**config.mk**
```make
export PLATFORM = sky130hd
export DESIGN_NAME = theremin_tone_gen
export DESIGN_NICKNAME = d
export VERILOG_FILES = /design/src/rtl/theremin_tone_gen.sv
export SDC_FILE = /design/constraint.sdc
export NUM_CORES = 1
export LEC_CHECK = 0
export CORE_ASPECT_RATIO = 0.9
export CORE_UTILIZATION = 50
export CTS_CLUSTER_SIZE = 24
export DETAILED_ROUTE_END_ITERATION = 12
export PLACE_DENSITY = 0.75
export SLEW_MARGIN = 0
export SYNTH_ARGS = -nofsm -noshare
export SYNTH_HDL_FRONTEND = slang
export SYNTH_SLANG_ARGS = --single-unit
```
**constraint.sdc**
```tcl
create_clock -name clk -period 9.8 [get_ports clk]
set_input_delay 1.96 -clock clk [delete_from_list [all_inputs] [get_ports clk]]
set_output_delay 1.96 -clock clk [all_outputs]
set_load 0.05 [all_outputs]
```
**src/rtl/theremin_tone_gen.sv**
```systemverilog
// rtl/theremin_tone_gen.sv - distance-driven note quantiser and glitch-free square-wave tone generator
`timescale 1ns/1ps
module theremin_tone_gen #(
    parameter int CLK_HZ     = 50_000_000,
    parameter int MIN_CM     = 5,
    parameter int CM_LOG2    = 1,
    parameter int NUM_NOTES  = 16,
    parameter int MAX_CM     = 36,
    parameter int MISS_LIMIT = 3
) (
    input  logic        clk,
    input  logic        rst,
    input  logic [15:0] distance_cm,
    input  logic        distance_ready,
    output logic        audio_out,
    output logic        tone_active,
    output logic [3:0]  note_index,
    output logic [16:0] half_period,
    output logic        note_valid
);

    localparam int                MISS_W   = $clog2(MISS_LIMIT + 1);
    localparam logic [15:0]       MIN_D    = 16'(MIN_CM);
    localparam logic [15:0]       MAX_D    = 16'(MAX_CM);
    localparam logic [15:0]       TOP_NOTE = 16'(NUM_NOTES - 1);
    localparam logic [MISS_W-1:0] MISS_MAX = MISS_W'(MISS_LIMIT);

    // Reference half periods at 50 MHz, C4..D#5; these pin the exact tuning.
    localparam logic [16:0] HP_50M [16] = '{
        17'd95556, 17'd90193, 17'd85131, 17'd80353, 17'd75843, 17'd71586, 17'd67568, 17'd63776,
        17'd60197, 17'd56818, 17'd53629, 17'd50619, 17'd47778, 17'd45097, 17'd42566, 17'd40177
    };

    typedef enum logic {MUTED = 1'b0, PLAYING = 1'b1} state_t;

    // Equal-tempered half period for other clock rates, evaluated at elaboration only.
    function automatic logic [16:0] hp_of(input int k);
        real f;
        f = 440.0 * (2.0 ** ((real'(k) - 9.0) / 12.0));
        return 17'($rtoi(real'(CLK_HZ) / (2.0 * f) + 0.5));
    endfunction

    logic [16:0] hp_rom [16];

    for (genvar k = 0; k < 16; k++) begin : g_rom
        if (CLK_HZ == 50_000_000) begin : g_ref
            assign hp_rom[k] = HP_50M[k];
        end else begin : g_calc
            localparam logic [16:0] HP = hp_of(k);
            assign hp_rom[k] = HP;
        end
    end

    state_t             state_q, state_d;
    logic               ready_q;
    logic [MISS_W-1:0]  miss_q, miss_d;
    logic [15:0]        tap_q [4];
    logic               v1_q, v2_q;
    logic [15:0]        avg_q;
    logic [17:0]        sum;
    logic [15:0]        diff, step;
    logic [3:0]         note_d;
    logic [3:0]         note_q;
    logic [16:0]        hp_q;
    logic               nv_q;
    logic [16:0]        cur_hp_q, cnt_q;
    logic               audio_q;
    logic               sample, in_range;

    assign sample   = distance_ready & ~ready_q;
    assign in_range = (distance_cm >= MIN_D) && (distance_cm <= MAX_D);

    // Next state and miss counter: out-of-range samples count up to the mute limit.
    always_comb begin
        state_d = state_q;
        miss_d  = miss_q;
        if (sample) begin
            if (in_range) begin
                miss_d  = '0;
                state_d = PLAYING;
            end else begin
                if (miss_q != MISS_MAX) begin
                    miss_d = miss_q + MISS_W'(1);
                end
                if (miss_d == MISS_MAX) begin
                    state_d = MUTED;
                end
            end
        end
    end

    // Edge detect, FSM and tap update; a sample from MUTED prefills every tap.
    always_ff @(posedge clk or posedge rst) begin
        if (rst) begin
            ready_q <= 1'b0;
            state_q <= MUTED;
            miss_q  <= '0;
            v1_q    <= 1'b0;
            for (int i = 0; i < 4; i++) tap_q[i] <= '0;
        end else begin
            ready_q <= distance_ready;
            state_q <= state_d;
            miss_q  <= miss_d;
            v1_q    <= sample && in_range;
            if (sample && in_range) begin
                if (state_q == MUTED) begin
                    for (int i = 0; i < 4; i++) tap_q[i] <= distance_cm;
                end else begin
                    tap_q[0] <= distance_cm;
                    tap_q[1] <= tap_q[0];
                    tap_q[2] <= tap_q[1];
                    tap_q[3] <= tap_q[2];
                end
            end
        end
    end

    assign sum = {2'b00, tap_q[0]} + {2'b00, tap_q[1]} + {2'b00, tap_q[2]} + {2'b00, tap_q[3]};

    // Average stage: truncating divide by four.
    always_ff @(posedge clk or posedge rst) begin
        if (rst) begin
            v2_q  <= 1'b0;
            avg_q <= '0;
        end else begin
            v2_q <= v1_q;
            if (v1_q) avg_q <= 16'(sum >> 2);
        end
    end

    assign diff   = avg_q - MIN_D;
    assign step   = diff >> CM_LOG2;
    assign note_d = (step > TOP_NOTE) ? TOP_NOTE[3:0] : step[3:0];

    // Note stage: publish note index and half period with a one-cycle valid pulse.
    always_ff @(posedge clk or posedge rst) begin
        if (rst) begin
            nv_q   <= 1'b0;
            note_q <= '0;
            hp_q   <= '0;
        end else begin
            nv_q <= v2_q;
            if (v2_q) begin
                note_q <= note_d;
                hp_q   <= hp_rom[note_d];
            end
        end
    end

    // Tone generator: period changes are taken only at toggle boundaries; mute clears it.
    always_ff @(posedge clk or posedge rst) begin
        if (rst) begin
            cnt_q    <= '0;
            cur_hp_q <= '0;
            audio_q  <= 1'b0;
        end else if (state_d == MUTED) begin
            cnt_q    <= '0;
            cur_hp_q <= '0;
            audio_q  <= 1'b0;
        end else if (cur_hp_q == '0) begin
            if (v2_q) begin
                cur_hp_q <= hp_rom[note_d];
                cnt_q    <= '0;
            end
        end else if (cnt_q == cur_hp_q - 17'd1) begin
            audio_q  <= ~audio_q;
            cnt_q    <= '0;
            cur_hp_q <= v2_q ? hp_rom[note_d] : hp_q;
        end else begin
            cnt_q <= cnt_q + 17'd1;
        end
    end

    assign audio_out   = audio_q;
    assign tone_active = (state_q == PLAYING);
    assign note_index  = note_q;
    assign half_period = hp_q;
    assign note_valid  = nv_q;

endmodule

```
==> results of run 1 <==
[how the worst max path moves through the flow]
stage | start | to | slack, ns
after floorplan | rst | audio_out | 4.00
after global placement | distance_ready | cnt_q[15] | 4.21
after detailed placement | distance_cm[1] | cnt_q[15] | 4.10
after CTS | distance_cm[1] | cnt_q[15] | 4.54
after global routing | distance_ready | cnt_q[15] | 4.18
final | distance_cm[1] | cnt_q[15] | 4.50
[per-layer routing]
metal / GRT usage / vias up / wire length (um)
li1: - / 3315 / -
met2: 0.343 / 218 / 8790
met4: 0.0595 / 0 / 126
met3: 0.0501 / 9 / 1080
met1: 0.345 / 3362 / 9540
met5: 0 / - / 0
[final cells by class]
| type | count | area (um^2) |
|---|---|---|
| Clock inverter | 12 | 148 |
| Timing Repair Buffer | 50 | 480 |
| Clock buffer | 19 | 453 |
| Inverter | 29 | 114 |
| Multi-Input combinational cell | 698 | 4870 |
| Tap cell | 235 | 294 |
| Fill cell | 1428 | 7120 |
| Sequential cell | 143 | 3580 |
[logic make-up (layout without fill, tap and decap cells)]
kind of cell	after synthesis	in the layout	synth area share
fa+ha+maj	58	58	0.110
simple gates	304	304	0.172
compound gates	260	260	0.185
xor+xnor	52	52	0.0533
mux	24	24	0.0329
buf+inv	80	110	0.0400
flops	143	143	0.407
[cells in the mapped netlist, drive strengths merged (3+ instances only)]
master	instances	area share
o2111ai	6	0.0060
nand2b	6	0.0043
o21a	17	0.015
nand4	6	0.0043
o22ai	3	0.0021
mux2	19	0.024
a211oi	6	0.0051
o41ai	3	0.0030
inv	29	0.012
nor2	125	0.054
dfrtp	143	0.41
o211ai	6	0.0051
fa	32	0.073
a21boi	4	0.0034
nand2	43	0.019
nand3b	4	0.0048
a21oi	135	0.077
nor2b	33	0.023
nor3	27	0.016
and3	7	0.0050
or3	4	0.0028
o21ai	23	0.013
or4	5	0.0043
clkbuf	42	0.018
nor3b	5	0.0048
buf	9	0.0095
o31ai	6	0.0051
o221ai	4	0.0040
xor2	22	0.022
mux2i	3	0.0034
nand3	16	0.010
xnor2	29	0.029
and2	5	0.0036
a31oi	9	0.0064
nor4	9	0.0071
ha	26	0.037
a21o	5	0.0043
o221a	3	0.0038
[flip-flops by register name, summed over array words and instances, names as in the netlist]
signal       flops
audio_out        1
avg_q           16
cnt_q           17
cur_hp_q        17
half_period     17
miss_q           2
note_index       4
note_valid       1
ready_q          1
tap_q           64
tone_active      1
v1_q             1
v2_q             1
[power by group through the flow]
stage	clock network, W	registers, W	logic (W)
4_1_cts	0.000674	0.000596	0.0000502
6_report	0.000663	0.000596	0.0000492
3_5_place_dp	0	0.000607	0.0000500
2_1_floorplan	0	0.000608	0.0000293
3_3_place_gp	0	0.000607	0.0000491
5_1_grt	0.000700	0.000596	0.0000566
[critical path: cells and delay by family]
kind / cells / cell delay (ns)
simple gates: 6 / 1.42
buf+inv: 3 / 1.06
compound gates: 2 / 0.98
xor+xnor: 1 / 0.15
[metrics by stage]
step / util / power (W) / hold slack [ns]
after floorplan: - / 0.000638 / 0.352
after global placement: 0.547 / 0.000656 / 0.465
after detailed placement: 0.547 / 0.000657 / 0.468
after CTS: 0.583 / 0.00132 / 0.481
after global routing: 0.583 / 0.00135 / 0.515
final: 0.583 / 0.00131 / 0.477
==> results by group, run 1 <==
Drt
  • Via count: approximately 6900
  • Pre-antenna DRT Iters: 5
  • Initial DRC count: between 600 and 700
  • Via density: roughly 5.8
  • Post-Route WL: 19500 um
  • WL per Instance: about 16 um
  • DRC violations left: 0
  • Post-DRT Antenna Nets: 0

STA
  • Unrepaired setup endpoints after global routing: false
  • Tmin final: between 5 and 6 ns
  • Clock Skews: about 0.014 ns
  • Slew @ Worst Pin: ~1.0 ns
  • Final Max Tran Viols: 0
  • Hold Fails Final Rpt: 0
  • FMAX: 0.189 GHz
  • Tcrit/Tclk final: 0.541
  • Fin worst setup slack: around 4.5 ns
  • Total negative slack: 0 ns
  • # setup viols final: 0
  • Slew margin rel.: 0.328

Placement
  • Dpl hpwl: 13800 um
  • Placed instance area: between 9000 and 10000 um^2
  • Dpl ws: 4.10 ns
  • Placed insts: between 1000 and 1500
  • Final RePlAce weighted congestion: slightly above 0.9
  • PortBufs: 42

Power and ir drop
  • P_leak: ~4.5 nW
  • Psw: approximately 0.00030 W
  • Max VDD drop: between 0.1 and 0.15 mV
  • Internal Power: 0.00101 W
  • Pwr per Cell Area: 132 nW/um^2
  • Part of the power in registers: 0.455
  • Sw Share: 0.232
  • Clk pwr share: 0.507
  • Comb power frac: 0.038

Worst setup path
  • FF-to-FF Start: avg_q[0]
  • Crit path DAT: 5.59 ns
  • Setup CP Type: input pin to register
  • R2R cell count: 14
  • Crit path required time: slightly above 10 ns
  • CP cell instances: clkdlybuf4s50_1 > o21ai_0 > and3b_1 > nor3_2 > buf_4 > nor2b_1 > inv_1 > a311oi_1 > nand2_1 > nor3_1 > xnor2_1 > nor2_1
  • Critical Path Max Stage Delay: a little over 0.7 ns
  • Crit path max fanout: 13
  • Reg2Reg Capture Point: cur_hp_q[7]
  • CP Capture Type: register
  • R2R setup slack: between 5 and 6 ns
  • Slowest library cell on the worst path: nor2b_1
  • Setup crit start kind: input pin

Clock tree
  • Worst-path clk slew: 0.06 ns
  • Hold-fix buffers, CTS: 0
  • H-tree depth reported by CTS: 4
  • Post-CTS setup buffer count: 0
  • Root Driver: clkbuf_16
  • Max clock buf depth: 2
  • Clock Latency Late Sink: between 0.4 and 0.5 ns
  • CTS Buf Count: 17
  • Post-CTS resize count: 0
  • CTS tree: yes
  • TritonCTS Sinks: 143

Final layout
  • Commonest non-fill, non-tap cell in the layout: dfrtp_1
  • Final Instance Area: just under 10000 um^2
  • Fraction of layout cells with a size suffix above 1: 0.0820
  • Final nets: 1016
  • Final std cells w/o fill: 1186
  • P&R area growth vs syn: 13.0%
  • Commonest non-fill, non-tap cells in the layout: 142 x dfrtp_1, 135 x a21oi_1, 124 x nor2_1
  • Inserted Diodes: 0

Yosys
  • Yosys reg bits: around 140
  • Post-synth EDFFs: 0
  • Post-synthesis cell area: between 8000 and 9000 um^2
  • Sequential-to-total area share from yosys stat: 0.407
  • Syn_nets: around 1000
  • Cells after Synth: ~920
  • Ys flop type: dfrtp_1
  • Post-synth cell types: ~80
  • Syn avg cell area: 9.55 um^2
  • Synth Warn #: 0
  • Post-synth ARST share: 1.00

Global routing
  • Antenna violations before repair: 0
  • Vias in the first global route: about 6400
  • First-pass GRT wire length: 32800 um
  • Largest net degree at the start of global routing: ~110
  • Grt ovf: 0
  • Total Routing Usage GR: 0.232

Hold path
  • Min-delay worst type: register to register
  • WHS Path Cells: 1
  • Hold worst-path end: note_index[3]
  • Worst Min Path Start: note_index[3]

Floorplanning
  • Row cnt: 45
  • Die width: 142 um
  • Num ports: between 40 and 50
  • Die height: roughly 130 um
  • Core footprint: ~17000 um^2
  • Die area: around 18000 um^2
  • Initial core utilization: 0.516

Status
  • Status: finished, final reports clean

Run
  • Maxcap violations: 0
No activity file was read; power rests on OpenSTA's default activity.
==> inputs of run 2 (changes only) <==
clock period = 5 ns   (was 9.8 ns; I/O delays follow)
==> results by group, run 2 (synthesized netlist as in run 1, its figures left out) <==
Final layout
  • Final Instance Area: about 10000 um^2
  • P&R area growth vs syn: 12.7%
  • Max reg flops: 64
  • Largest Register: tap_q
  • FILL cells: ~1500
  • Inserted Diodes: 0
  • Fraction of layout cells with a size suffix above 1: 0.0798
  • Commonest non-fill, non-tap cells in the layout: 142 x dfrtp_1, 135 x a21oi_1, 124 x nor2_1
  • Final nets: 1016
  • Commonest non-fill, non-tap cell in the layout: dfrtp_1

Worst setup path
  • CP cell instances: inv_1 > ha_1 > nor2b_1 > nor3_1 > a2111oi_1 > o2111ai_1 > nor2_1 > inv_1 > ha_1 > a211oi_1 > a2111oi_0 > o21ai_0 > o211a_1
  • Setup CP Type: register to register
  • Setup crit start kind: register
  • CP Capture Type: register
  • Slowest library cell on the worst path: a2111oi_0
  • Crit path max fanout: 8
  • Buf/Inv on CP: 2
  • Crit path DAT: between 4 and 5 ns
  • Critical Path Max Stage Delay: approximately 0.60 ns
  • Top delay family on crit path: compound AO/OA/AOI/OAI gates
  • Crit path required time: approximately 5.3 ns

Clock tree
  • CTS tree: yes
  • Clock Latency Late Sink: ~0.43 ns
  • CTS Buf Count: 17
  • Post-CTS setup buffer count: 0
  • Worst-path clk slew: approximately 0.060 ns
  • Root Driver: clkbuf_16
  • Max clock buf depth: 2
  • Hold-fix buffers, CTS: 0
  • H-tree depth reported by CTS: 4
  • TritonCTS Sinks: about 140
  • Post-CTS resize count: 0

Placement
  • Placed instance area: about 9300 um^2
  • Dpl ws: 0.921 ns
  • PortBufs: 42
  • Dpl hpwl: ~14000 um
  • Final RePlAce weighted congestion: 0.915

Drt
  • Post-DRT Antenna Nets: 0
  • Pre-antenna DRT Iters: 5
  • Via count: between 6000 and 7000
  • DRC violations left: 0
  • WL per Instance: approximately 17 um
  • Initial DRC count: about 540
  • Via density: slightly below 6
  • Post-Route WL: between 15000 and 20000 um

Floorplanning
  • Core footprint: about 17000 um^2
  • Die width: ~140 um
  • Initial core utilization: 0.516
  • Row cnt: between 40 and 50
  • Die height: roughly 130 um
  • Die area: 18100 um^2
  • Num ports: 43

Run
  • Maxcap violations: 0

Power and ir drop
  • Clk pwr share: 0.495
  • P_leak: between 4 and 5 nW
  • Internal Power: approximately 0.0019 W
  • Part of the power in registers: 0.467
  • Max VDD drop: 0.291 mV
  • Comb power frac: 0.039
  • Psw: ~0.00057 W
  • Sw Share: 0.226
  • Pwr per Cell Area: between 200 and 300 nW/um^2

STA
  • FMAX: around 0.24 GHz
  • Tmin final: 4.14 ns
  • Hold_ws: ~0.48 ns
  • Slew @ Worst Pin: approximately 1.1 ns
  • # setup viols final: 0
  • Total negative slack: 0 ns
  • Tcrit/Tclk final: 0.827
  • Clock Skews: about 0.016 ns
  • Slew margin rel.: 0.287
  • Fin worst setup slack: between 0.8 and 0.9 ns
  • Final Max Tran Viols: 0
  • Hold Fails Final Rpt: 0
  • Unrepaired setup endpoints after global routing: false

Hold path
  • Min-delay worst type: register to register

Global routing
  • Vias in the first global route: ~6500
  • First-pass GRT wire length: 33300 um
  • Total Routing Usage GR: 0.236
  • Antenna violations before repair: 0
  • Largest net degree at the start of global routing: around 120
  • Grt ovf: 0

Status
  • Status: finished, final reports clean
==> run 2: changes by cell type in the layout (fill, tap and decap cells not counted), sizes merged <==
cell,previous run,this run
clkbuf,19,20
clkinvlp,2,3
clkinv,2,5
inv,35,31
==> run 2: layout make-up <==
class	instances	area, um^2	area share
Timing Repair Buffer	50	480	0.0485
Sequential cell	143	3580	0.361
Tap cell	235	294	0.0297
Clock buffer	20	437	0.0441
Clock inverter	12	136	0.0138
Multi-Input combinational cell	698	4870	0.491
Inverter	29	114	0.0115
==> run 2: power groups by stage <==
| stage | combinational (W) | sequential (W) | clock [W] |
|---|---|---|---|
| floorplan | 0.0000574 | 0.00119 | 0 |
| global placement | 0.0000967 | 0.00119 | 0 |
| detailed placement | 0.0000984 | 0.00119 | 0 |
| CTS | 0.0000992 | 0.00117 | 0.00126 |
| global route | 0.000112 | 0.00117 | 0.00131 |
| finish | 0.0000967 | 0.00117 | 0.00124 |
==> run 2: path summary, 6_finish.rpt <==
path	startpoint	end	slack [ns]	depth (start not counted)
worst max-delay path	avg_q[0]	cur_hp_q[10]	0.86	13
worst min-delay path	note_index[3]	note_index[3]	0.48	1
worst max register to register	avg_q[0]	cur_hp_q[10]	0.86	13
worst min register to register	note_index[3]	note_index[3]	0.48	1
max in group asynchronous	rst	tap_q[58]	2.95	3
min in group asynchronous	rst	miss_q[0]	1.13	2
==> run 2: worst register-to-register path: stages (launching register included) <==
cell	delay [ns]
dfrtp_1	0.38
inv_1	0.06
ha_1	0.24
nor2b_1	0.25
nor3_1	0.09
a2111oi_1	0.54
o2111ai_1	0.38
nor2_1	0.40
inv_1	0.16
ha_1	0.49
a211oi_1	0.12
a2111oi_0	0.60
o21ai_0	0.18
o211a_1	0.15
==> run 2: through the flow <==
step                      std cells  power [W]   util
after floorplan                 921    0.00125      -
after global placement         1155    0.00129  0.547
after detailed placement       1155    0.00129  0.547
after CTS                      1187    0.00253  0.581
after global routing           1187    0.00259  0.581
final                          1187    0.00250  0.581
==> run 2: metal layers <==
metal | track usage | part of all wire | routed length (um)
met1 | 0.341 | 0.49 | 9660
met2 | 0.357 | 0.45 | 8830
met3 | 0.0459 | 0.050 | 978
met4 | 0.0759 | 0.014 | 274
met5 | 0 | 0 | 0
==> inputs of run 3 (changes only) <==
clock period = 3.9 ns   (was 5 ns; I/O delays follow)
==> results by group, run 3 (synthesized netlist as in run 1, its figures left out) <==
Clock tree
  • Post-CTS setup buffer count: 0
  • Root Driver: clkbuf_16
  • Max clock buf depth: 2
  • Hold-fix buffers, CTS: 0
  • Clock Latency Late Sink: 0.43 ns
  • TritonCTS Sinks: about 140
  • CTS Buf Count: 17
  • CTS tree: yes
  • H-tree depth reported by CTS: 4
  • Worst-path clk slew: around 0.06 ns

Drt
  • Post-DRT Antenna Nets: 0
  • Via density: roughly 5.8
  • Pre-antenna DRT Iters: 5
  • DRC violations left: 0
  • Initial DRC count: about 570
  • WL per Instance: between 15 and 20 um
  • Post-Route WL: 20000 um
  • Via count: around 7000

Global routing
  • First-pass GRT wire length: around 34000 um
  • Largest net degree at the start of global routing: 75
  • GRT busiest layer: met2
  • Total Routing Usage GR: 0.239
  • Vias in the first global route: ~6700
  • Grt ovf: 0
  • Met2 usage: 0.364
  • GR Util met1: 0.348
  • Met3 usage: 0.0467
  • Antenna violations before repair: 0

Worst setup path
  • CP Capture Point: avg_q[14]
  • Reg2Reg Capture Point: avg_q[14]
  • Setup CP Type: register to register
  • Crit path max fanout: 2
  • CP Capture Type: register
  • Crit path required time: around 4.2 ns
  • Crit path DAT: around 4.0 ns
  • FF-to-FF Start: tap_q[2]
  • Setup crit start kind: register
  • Worst setup path start: tap_q[2]
  • R2R cell count: 11
  • R2R setup slack: approximately 0.25 ns

Floorplanning
  • Num ports: 43
  • Die height: around 130 um
  • Die area: around 18000 um^2
  • Die width: 142 um
  • Core footprint: around 17000 um^2
  • Initial core utilization: 0.516
  • Row cnt: 45

STA
  • # setup viols final: 0
  • Total negative slack: 0 ns
  • Slew @ Worst Pin: roughly 0.9 ns
  • Unrepaired setup endpoints after global routing: false
  • FMAX: roughly 0.27 GHz
  • Clock Skews: between 0.008 and 0.009 ns
  • Fin worst setup slack: around 0.25 ns
  • Final Max Tran Viols: 0
  • Slew margin rel.: 0.415
  • Tcrit/Tclk final: 0.937
  • Tmin final: around 3.7 ns
  • Hold Fails Final Rpt: 0
  • Hold_ws: between 0.4 and 0.5 ns

Final layout
  • FILL cells: roughly 1400
  • Commonest non-fill, non-tap cells in the layout: 142 x dfrtp_1, 135 x a21oi_1, 123 x nor2_1
  • Inserted Diodes: 0
  • Largest Register: tap_q
  • Fraction of layout cells with a size suffix above 1: 0.0955
  • Commonest non-fill, non-tap cell in the layout: dfrtp_1
  • Max reg flops: 64
  • Final nets: a little over 1000
  • P&R area growth vs syn: 15.6%
  • Final Util: 0.596

Run
  • Maxcap violations: 0

Placement
  • PortBufs: 42
  • Final RePlAce weighted congestion: approximately 0.94
  • Dpl ws: ~0.15 ns
  • Dpl hpwl: 13800 um

Power and ir drop
  • Clk pwr share: 0.547
  • Comb power frac: 0.036
  • Max VDD drop: around 0.33 mV
  • P_leak: about 4.6 nW
  • Overall Power: ~0.0036 W
  • Pwr per Cell Area: about 350 nW/um^2
  • Internal Power: ~0.0028 W
  • Part of the power in registers: 0.417
  • Sw Share: 0.207
  • Psw: 0.000745 W

Status
  • Status: finished, final reports clean

Hold path
  • Min-delay worst type: register to register
run 3: cell count changes in the layout (fill, tap and decap cells not counted), sizes merged:
cell	delta
bufinv	+5
buf	+11
inv	-1
clkinv	-3
clkinvlp	-1
run 3: cell type report:
class | instances | area [um^2] | share of cell area
sequential | 143 | 3580 | 0.352
clock buffer | 20 | 457 | 0.0449
inverter | 29 | 113 | 0.0111
tap | 235 | 294 | 0.0289
multi-input combinational | 698 | 4880 | 0.480
timing repair buffer | 61 | 588 | 0.0578
clock inverter | 12 | 253 | 0.0249
run 3: power by group through the flow:
stage	sequential (W)	combinational, W	clock [W]
after CTS	0.00150	0.000132	0.00199
final	0.00150	0.000129	0.00196
after global placement	0.00152	0.000128	0
after detailed placement	0.00152	0.000130	0
after global routing	0.00150	0.000147	0.00206
after floorplan	0.00153	0.0000739	0
run 3: metrics by stage:
step,area [um^2],std cells
floorplan,8800,921
global placement,9440,1166
detailed placement,9440,1166
CTS,10200,1198
global route,10200,1198
finish,10200,1198
run 3: worst max-delay path: stages (launching register included):
cell and delay [ns]:
dfrtp_1 0.40, fa_1 0.57, fa_1 0.45, ha_1 0.30, nand4b_1 0.14, a211oi_1 0.31, o41ai_1 0.14, o31a_1 0.33
a21boi_0 0.31, a31oi_1 0.15, xnor2_1 0.16, mux2_2 0.27
run 3: how the worst min path moves through the flow:
| stage | slack, ns | startpoint | end | cells past startpoint |
|---|---|---|---|---|
| floorplan | 0.35 | v2_q | note_valid | 0 |
| global placement | 0.47 | note_index[3] | note_index[3] | 1 |
| detailed placement | 0.48 | note_index[3] | note_index[3] | 1 |
| CTS | 0.49 | note_index[3] | note_index[3] | 1 |
| global route | 0.51 | note_index[3] | note_index[3] | 1 |
| finish | 0.48 | note_index[3] | note_index[3] | 1 |
run 3: metal layers:
layer,up-vias,share of wire
met1,3410,0.48
met2,223,0.45
li1,3335,-
met5,-,0
met4,0,0.011
met3,20,0.053
run 3: repair_timing:
action | 4_1_cts | 5_1_grt
endpoints found under the setup margin | 0 | 7
resized for setup | 0 | 4
endpoints found under the hold margin | 0 | 0
